## config.mk

```make
export PLATFORM = sky130hd
export DESIGN_NAME = clock_display_mux_flat
export DESIGN_NICKNAME = d
export VERILOG_FILES = /design/src/rtl/clock_display_mux_pkg.sv /design/src/rtl/clock_display_mux_if.sv /design/src/rtl/clock_display_mux_bin2bcd_seq.sv /design/src/rtl/clock_display_mux.sv /design/src/flat_wrapper.sv
export SDC_FILE = /design/constraint.sdc
export NUM_CORES = 1
export LEC_CHECK = 0
export ABC_CLOCK_PERIOD_IN_PS = 3500
export CORE_ASPECT_RATIO = 1.25
export CORE_MARGIN = 10
export CORE_UTILIZATION = 58
export DETAILED_ROUTE_END_ITERATION = 10
export PLACE_DENSITY = 0.89
export SLEW_MARGIN = 10
export SYNTH_ARGS = -nofsm -noshare
export SYNTH_HDL_FRONTEND = slang
export SYNTH_HIERARCHICAL = 1
export SYNTH_SLANG_ARGS = --single-unit
```

## constraint.sdc

```tcl
create_clock -name clk -period 3.5 [get_ports clk]
set_clock_uncertainty 0.2 [all_clocks]
set_input_delay 0.525 -clock clk [delete_from_list [all_inputs] [get_ports clk]]
set_output_delay 0.525 -clock clk [all_outputs]
set_load 0.02 [all_outputs]
```

## src/rtl/clock_display_mux_pkg.sv

```systemverilog
// Shared constants for the clock display multiplexer: FSM encoding, 7-segment
// patterns, digit positions and the BCD-to-segment decoder.
package clock_disp_pkg;

    localparam int unsigned SEC_W   = 6;
    localparam int unsigned MIN_W   = 6;
    localparam int unsigned HOUR_W  = 5;
    localparam int unsigned SEG_W   = 7;
    localparam int unsigned NDIG    = 6;
    localparam int unsigned BCD_W   = 4;

    localparam logic [1:0] ST_IDLE = 2'd0;
    localparam logic [1:0] ST_CONV = 2'd1;
    localparam logic [1:0] ST_LOAD = 2'd2;

    localparam logic [2:0] DIG_SEC_ONES = 3'd0;
    localparam logic [2:0] DIG_SEC_TENS = 3'd1;
    localparam logic [2:0] DIG_MIN_ONES = 3'd2;
    localparam logic [2:0] DIG_MIN_TENS = 3'd3;
    localparam logic [2:0] DIG_HR_ONES  = 3'd4;
    localparam logic [2:0] DIG_HR_TENS  = 3'd5;

    localparam logic [3:0] BCD_DASH = 4'hF;

    localparam logic [6:0] SEG_0     = 7'h3F;
    localparam logic [6:0] SEG_1     = 7'h06;
    localparam logic [6:0] SEG_2     = 7'h5B;
    localparam logic [6:0] SEG_3     = 7'h4F;
    localparam logic [6:0] SEG_4     = 7'h66;
    localparam logic [6:0] SEG_5     = 7'h6D;
    localparam logic [6:0] SEG_6     = 7'h7D;
    localparam logic [6:0] SEG_7     = 7'h07;
    localparam logic [6:0] SEG_8     = 7'h7F;
    localparam logic [6:0] SEG_9     = 7'h6F;
    localparam logic [6:0] SEG_DASH  = 7'h40;
    localparam logic [6:0] SEG_BLANK = 7'h00;

    // Per-field range result captured with the snapshot.
    typedef struct packed {
        logic sec_ok;
        logic min_ok;
        logic hr_ok;
    } snap_t;

    function automatic logic [6:0] seg7(input logic [3:0] code);
        case (code)
            4'd0:     seg7 = SEG_0;
            4'd1:     seg7 = SEG_1;
            4'd2:     seg7 = SEG_2;
            4'd3:     seg7 = SEG_3;
            4'd4:     seg7 = SEG_4;
            4'd5:     seg7 = SEG_5;
            4'd6:     seg7 = SEG_6;
            4'd7:     seg7 = SEG_7;
            4'd8:     seg7 = SEG_8;
            4'd9:     seg7 = SEG_9;
            BCD_DASH: seg7 = SEG_DASH;
            default:  seg7 = SEG_BLANK;
        endcase
    endfunction

endpackage

```

## src/rtl/clock_display_mux_if.sv

```systemverilog
// Time-in / display-out bundle between the clock counter and the display mux.
interface clock_display_mux_if;
    logic [5:0] sec;
    logic [5:0] mins;
    logic [4:0] hours;
    logic       update;
    logic [6:0] seg;
    logic       dp;
    logic [5:0] an;
    logic       busy;

    modport master (output sec, mins, hours, update, input seg, dp, an, busy);
    modport slave  (input sec, mins, hours, update, output seg, dp, an, busy);
endinterface

```

## src/rtl/clock_display_mux_bin2bcd_seq.sv

```systemverilog
// 6-bit sequential double-dabble: loads on start, six shift-add-3 steps, done held until next start.
module bin2bcd_seq (
    input  logic       clk,
    input  logic       rst,
    input  logic       start,
    input  logic [5:0] bin,
    output logic       done,
    output logic [3:0] tens,
    output logic [3:0] ones
);
    logic [5:0] sh;
    logic [2:0] cnt;
    logic [3:0] tens_adj;
    logic [3:0] ones_adj;

    always_comb begin
        tens_adj = (tens >= 4'd5) ? tens + 4'd3 : tens;
        ones_adj = (ones >= 4'd5) ? ones + 4'd3 : ones;
    end

    always_ff @(posedge clk) begin
        if (rst) begin
            sh   <= '0;
            cnt  <= '0;
            tens <= '0;
            ones <= '0;
            done <= 1'b0;
        end else if (start) begin
            sh   <= bin;
            cnt  <= 3'd6;
            tens <= '0;
            ones <= '0;
            done <= 1'b0;
        end else if (cnt != 3'd0) begin
            // Max input 63 keeps tens below 8, so the dropped tens MSB is always 0.
            {tens, ones, sh} <= {tens_adj[2:0], ones_adj, sh, 1'b0};
            cnt  <= cnt - 3'd1;
            done <= (cnt == 3'd1);
        end
    end
endmodule

```

## src/rtl/clock_display_mux.sv

```systemverilog
// Snapshots HH:MM:SS, converts to BCD and scans six 7-segment digits on a shared bus.
module clock_display_mux
    import clock_disp_pkg::*;
#(
    parameter int unsigned REFRESH_DIV     = 50000,
    parameter bit          SEG_ACTIVE_LOW  = 1'b1,
    parameter bit          BLANK_LEAD_HOUR = 1'b1
) (
    input  logic              clk,
    input  logic              rst,
    clock_display_mux_if.slave bus
);
    localparam int unsigned RW = (REFRESH_DIV > 2) ? $clog2(REFRESH_DIV) : 1;

    logic [1:0]       state;
    logic [1:0]       state_nx;
    logic             start_c;
    logic             load_c;
    logic             busy;
    logic             pending;
    logic [2:0]       conv_cnt;
    snap_t            snap;
    logic [5:0][3:0]  disp;
    logic [RW-1:0]    refresh_cnt;
    logic [2:0]       digit_idx;

    logic [3:0] sec_t, sec_o, min_t, min_o, hr_t, hr_o;
    logic       sec_done, min_done, hr_done;

    bin2bcd_seq u_sec (.clk(clk), .rst(rst), .start(start_c), .bin(bus.sec),
                       .done(sec_done), .tens(sec_t), .ones(sec_o));
    bin2bcd_seq u_min (.clk(clk), .rst(rst), .start(start_c), .bin(bus.mins),
                       .done(min_done), .tens(min_t), .ones(min_o));
    bin2bcd_seq u_hr  (.clk(clk), .rst(rst), .start(start_c), .bin({1'b0, bus.hours}),
                       .done(hr_done), .tens(hr_t), .ones(hr_o));

    always_ff @(posedge clk) begin
        if (rst) state <= ST_IDLE;
        else     state <= state_nx;
    end

    // Next state; LOAD restarts directly when an update is waiting.
    always_comb begin
        state_nx = state;
        start_c  = 1'b0;
        load_c   = 1'b0;
        case (state)
            ST_IDLE: if (bus.update) begin
                start_c  = 1'b1;
                state_nx = ST_CONV;
            end
            ST_CONV: if (conv_cnt == 3'd5) state_nx = ST_LOAD;
            ST_LOAD: begin
                load_c = sec_done & min_done & hr_done;
                if (pending || bus.update) begin
                    start_c  = 1'b1;
                    state_nx = ST_CONV;
                end else begin
                    state_nx = ST_IDLE;
                end
            end
            default: state_nx = ST_IDLE;
        endcase
    end

    always_ff @(posedge clk) begin
        if (rst) begin
            busy     <= 1'b0;
            pending  <= 1'b0;
            conv_cnt <= '0;
            snap     <= '0;
            disp     <= '0;
        end else begin
            busy <= (state_nx != ST_IDLE);
            if (start_c)                               pending <= 1'b0;
            else if (bus.update && state != ST_IDLE)   pending <= 1'b1;
            if (start_c)               conv_cnt <= '0;
            else if (state == ST_CONV) conv_cnt <= conv_cnt + 3'd1;
            if (start_c) begin
                snap.sec_ok <= (bus.sec <= 6'd59);
                snap.min_ok <= (bus.mins <= 6'd59);
                snap.hr_ok  <= (bus.hours <= 5'd23);
            end
            if (load_c) begin
                disp[DIG_SEC_ONES] <= snap.sec_ok ? sec_o : BCD_DASH;
                disp[DIG_SEC_TENS] <= snap.sec_ok ? sec_t : BCD_DASH;
                disp[DIG_MIN_ONES] <= snap.min_ok ? min_o : BCD_DASH;
                disp[DIG_MIN_TENS] <= snap.min_ok ? min_t : BCD_DASH;
                disp[DIG_HR_ONES]  <= snap.hr_ok  ? hr_o  : BCD_DASH;
                disp[DIG_HR_TENS]  <= snap.hr_ok  ? hr_t  : BCD_DASH;
            end
        end
    end

    // Free-running digit scan, independent of the conversion FSM.
    always_ff @(posedge clk) begin
        if (rst) begin
            refresh_cnt <= '0;
            digit_idx   <= DIG_SEC_ONES;
        end else if (refresh_cnt == RW'(REFRESH_DIV - 1)) begin
            refresh_cnt <= '0;
            digit_idx   <= (digit_idx == DIG_HR_TENS) ? DIG_SEC_ONES : digit_idx + 3'd1;
        end else begin
            refresh_cnt <= refresh_cnt + RW'(1);
        end
    end

    logic [3:0] cur_code;
    logic [6:0] seg_l;
    logic       dp_l;
    logic [5:0] an_l;

    always_comb begin
        case (digit_idx)
            DIG_SEC_ONES: cur_code = disp[0];
            DIG_SEC_TENS: cur_code = disp[1];
            DIG_MIN_ONES: cur_code = disp[2];
            DIG_MIN_TENS: cur_code = disp[3];
            DIG_HR_ONES:  cur_code = disp[4];
            DIG_HR_TENS:  cur_code = disp[5];
            default:      cur_code = 4'd0;
        endcase
        seg_l = seg7(cur_code);
        if (BLANK_LEAD_HOUR && digit_idx == DIG_HR_TENS && cur_code == 4'd0)
            seg_l = SEG_BLANK;
        dp_l = (digit_idx == DIG_MIN_ONES) || (digit_idx == DIG_HR_ONES);
        an_l = 6'(1) << digit_idx;
    end

    assign bus.seg  = SEG_ACTIVE_LOW ? ~seg_l : seg_l;
    assign bus.dp   = SEG_ACTIVE_LOW ? ~dp_l  : dp_l;
    assign bus.an   = SEG_ACTIVE_LOW ? ~an_l  : an_l;
    assign bus.busy = busy;
endmodule

```

## src/flat_wrapper.sv

```systemverilog
// flat-port wrapper written by rule: the top's interface ports become plain ports
module clock_display_mux_flat import clock_disp_pkg::*;
#(
    parameter int unsigned REFRESH_DIV     = 50000,
    parameter bit          SEG_ACTIVE_LOW  = 1'b1,
    parameter bit          BLANK_LEAD_HOUR = 1'b1
)
  (clk, rst, bus_sec, bus_mins, bus_hours, bus_update, bus_seg, bus_dp, bus_an, bus_busy);
  clock_display_mux_if bus_i ();
  input  logic clk;
  input  logic rst;
  input wire logic [$bits(bus_i.sec)-1:0] bus_sec;
  input wire logic [$bits(bus_i.mins)-1:0] bus_mins;
  input wire logic [$bits(bus_i.hours)-1:0] bus_hours;
  input wire logic [$bits(bus_i.update)-1:0] bus_update;
  output wire logic [$bits(bus_i.seg)-1:0] bus_seg;
  output wire logic [$bits(bus_i.dp)-1:0] bus_dp;
  output wire logic [$bits(bus_i.an)-1:0] bus_an;
  output wire logic [$bits(bus_i.busy)-1:0] bus_busy;
  assign bus_i.sec = bus_sec;
  assign bus_i.mins = bus_mins;
  assign bus_i.hours = bus_hours;
  assign bus_i.update = bus_update;
  assign bus_seg = bus_i.seg;
  assign bus_dp = bus_i.dp;
  assign bus_an = bus_i.an;
  assign bus_busy = bus_i.busy;
  clock_display_mux #(.REFRESH_DIV(REFRESH_DIV), .SEG_ACTIVE_LOW(SEG_ACTIVE_LOW), .BLANK_LEAD_HOUR(BLANK_LEAD_HOUR)) u_core (.clk(clk), .rst(rst), .bus(bus_i));
endmodule
```

==> impl_metrics.ini <==
[sta]
setup_viol = 0
rsz0062_at_grt = no
fmax_ghz = 0.298
hold_violations = 0
tns_ns = 0
relSlewSlack_pct = 35.0
period_share_pct = 95.8
hold_ws_ns = 0.272
tightest_slew_ns = 0.975
layout_setup_ws_ns = 0.146
final_max_slew_viol_count = 0
min_period_ns = 3.35

[floorplan]
dieWidth_um = 109
core_area_um2 = 9610
ios = 35
rows = 40
design.die.area_um2 = 14200
initial_utilization_pct = 59.2
die_h_um = 131

[synthesis]
synthSimpleGateAreaFrac_pct = 21.3
syn_nets = 702
synth.cell_area_um2 = 5690
synthFlopType = dfxtp_1
avgSynthCellArea_um2 = 8.70
synth-xor-area-share_pct = 2.31
ys_warn_count = 6
synth_compound_area_share_pct = 16.0
ys_seq_area_share_pct = 37.7
synth_seq_cells = 107
synth_cell_type_count = 60
synthAdderAreaFrac_pct = 6.16
async_flop_share_pct = 0
synth_cells = 654
synth_top_family_by_area = simple AND/OR/NAND/NOR gates
synthMuxAreaShare_pct = 8.16
synth_edf_count = 0

[critical_path]
cp-end-kind = output port
path_class = reg2out
cp-start-kind = flop
r2r_slack_ns = 1.08
arrival_ns = 2.63
required_ns = 2.77
path_max_fanout = 5

[clock_tree]
cts_made_buffers = 9
clk_pin_slew_ns = 0.07
cts.sinks = 107
clk_latency_ns = 0.34
holdBufCountCts = 0
cts_tree = yes
htreeDepth = 3
cts-root-buf = clkbuf_16
cts_buffer_depth = 2

[grt]
grt_pass1_vias = 4548
grt_max_degree = 49
grt_pass1_wl_um = 19900
track_usage_pct = 16.6
antenna_found_initial = 0
overflow = 0

[layout]
fillers = 748
layout_common_cells = 106 x dfxtp_1, 88 x nor2_1, 67 x inv_1
fin_cells = 809
nets = 728
area_growth_pct = 13.0
drive_gt1_share_pct = 11.3
diodes = 0
final_common_cell = dfxtp_1

[route]
top_layer = met4
dr_wl_met3_um = 357
drc = 0
drtIter0Drc = 295
wl_met2_um = 6170
wl_met1_um = 4910
ant_nets = 0
num_vias = 4665
viasPerCell = 5.77
first_pass_iters = 4
postRouteWirelength_um = 11700
wl_per_cell_um = 14.4

[hold_path]
hold_class = reg2reg

[power]
p_comb_share_pct = 13.1
p_seq_share_pct = 49.7
ir_drop_v = 0.000275
p_per_area_nw_per_um2 = 410
p_sw_mw = 0.654
power_mw = 2.64
p_int_mw = 1.98
swShare_pct = 24.8
pwr-share-clk_pct = 37.2
p_leak_nw = 2.34

[place]
portBuffers = 34
dp_cells = 792
post-dp-hpwl_um = 8280
gp_congestion = 0.906
pre_cts_ws_ns = -0.136

[flow_run]
drv_cap = 0

[run_status]
outcome = finished clean
==> what timing repair did <==
action,4_1_cts,5_1_grt
pin swaps,1,5
buffers inserted,0,3
resized for setup,23,10
endpoints found under the setup margin,6,7
cloned,0,0
==> Yosys cell counts, types with 4 or more instances <==
| cell | number | area (um^2) |
|---|---|---|
| or2_2 | 4 | 25.0 |
| nor2b_1 | 24 | 150 |
| o211ai_1 | 9 | 67.6 |
| dfxtp_1 | 107 | 2140 |
| o21a_1 | 6 | 45.0 |
| or2_1 | 6 | 37.5 |
| o2111ai_1 | 12 | 105 |
| a21oi_1 | 20 | 100 |
| or3_1 | 14 | 87.6 |
| nor2_1 | 90 | 338 |
| buf_6 | 6 | 67.6 |
| mux2_1 | 6 | 67.6 |
| a31oi_1 | 5 | 31.3 |
| mux2i_1 | 25 | 250 |
| nor4b_1 | 7 | 61.3 |
| a311oi_1 | 25 | 219 |
| nand4_1 | 7 | 43.8 |
| clkbuf_1 | 11 | 41.3 |
| o21ai_0 | 18 | 90.1 |
| nand3_1 | 21 | 105 |
| a211oi_1 | 8 | 60.1 |
| buf_2 | 13 | 65.1 |
| nand2_1 | 19 | 71.3 |
| inv_1 | 67 | 251 |
| nand3b_1 | 13 | 97.6 |
| xor2_1 | 9 | 78.8 |
| nor3_1 | 5 | 25.0 |
| buf_1 | 6 | 22.5 |
| mux2_2 | 13 | 146 |
| xnor2_1 | 6 | 52.6 |
| ha_1 | 28 | 350 |
==> sequential cells by signal, indices dropped and copies added (netlist names), 2 cells and up <==
signal,flops
u_core/u_sec/cnt,3
u_core/u_hr/cnt,3
u_core/u_min/tens,4
u_core/u_hr/tens,4
u_core/u_sec/ones,4
u_core/u_sec/sh,6
u_core/digit_idx,3
u_core/u_min/cnt,3
u_core/disp,24
u_core/refresh_cnt,16
u_core/u_hr/ones,4
u_core/snap,3
u_core/u_min/sh,6
u_core/u_hr/sh,6
u_core/state,2
u_core/u_sec/tens,4
u_core/u_min/ones,4
u_core/conv_cnt,3
==> power groups by stage <==
stage               Combinational, mW  Clock (mW)  Sequential, mW
global placement                0.321           0            1.33
finish                          0.346       0.981            1.31
floorplan                       0.280           0            1.32
CTS                             0.347       0.997            1.31
detailed placement              0.342           0            1.34
global route                    0.387        1.05            1.32
==> kinds of logic (layout without fill, tap and decap cells) <==
group | count (synthesis) | count (layout)
AND/OR/NAND/NOR | 230 | 230
AO/OA/AOI/OAI | 122 | 122
flip-flops | 107 | 107
buffers and inverters | 107 | 136
multiplexers | 44 | 44
adder cells (fa/ha/maj) | 28 | 28
XOR/XNOR | 15 | 15
other | 1 | 1
==> critical path, cell delays in order, from the launching register on <==
cell	delay, ns
dfxtp_4	0.37
mux2_2	0.34
a22o_1	0.25
a221oi_2	0.21
ha_2	0.24
nor4bb_4	0.19
a211o_1	0.22
buf_4	0.15
o21ai_0	0.06
nand2_1	0.09
buf_2	0.16
==> worst paths after layout <==
| kind | startpoint | to | depth (start not counted) |
|---|---|---|---|
| max | u_core/digit_idx[2] | bus_seg[1] | 10 |
| min | u_core/refresh_cnt[0] | u_core/refresh_cnt[0] | 1 |
| max reg2reg | u_core/u_min/cnt[0] | u_core/u_min/sh[5] | 6 |
| min reg2reg | u_core/refresh_cnt[0] | u_core/refresh_cnt[0] | 1 |
==> routing by layer <==
metal | GRT usage (%) | vias to the layer above
met2 | 30.9 | 74
met4 | 6.60 | 0
met3 | 2.89 | 19
li1 | - | 2329
met5 | 0 | -
met1 | 18.2 | 2243
==> layout make-up <==
type	count	area [um^2]	share of cell area, %
multi-input cells	440	3110	48.4
flip-flops and latches	107	2150	33.4
repair buffers	53	472	7.34
inverters	69	259	4.03
clock buffers	12	246	3.84
well taps	126	158	2.45
clock inverters	2	37.5	0.584
==> through the flow <==
step                      cell area (um^2)  utilization, %
after floorplan                       5690               -
after global placement                6110            63.6
after detailed placement              6110            63.6
after CTS                             6390            66.5
after global routing                  6420            66.9
final                                 6420            66.9
Note: power is estimated with default switching activity, not from simulation.
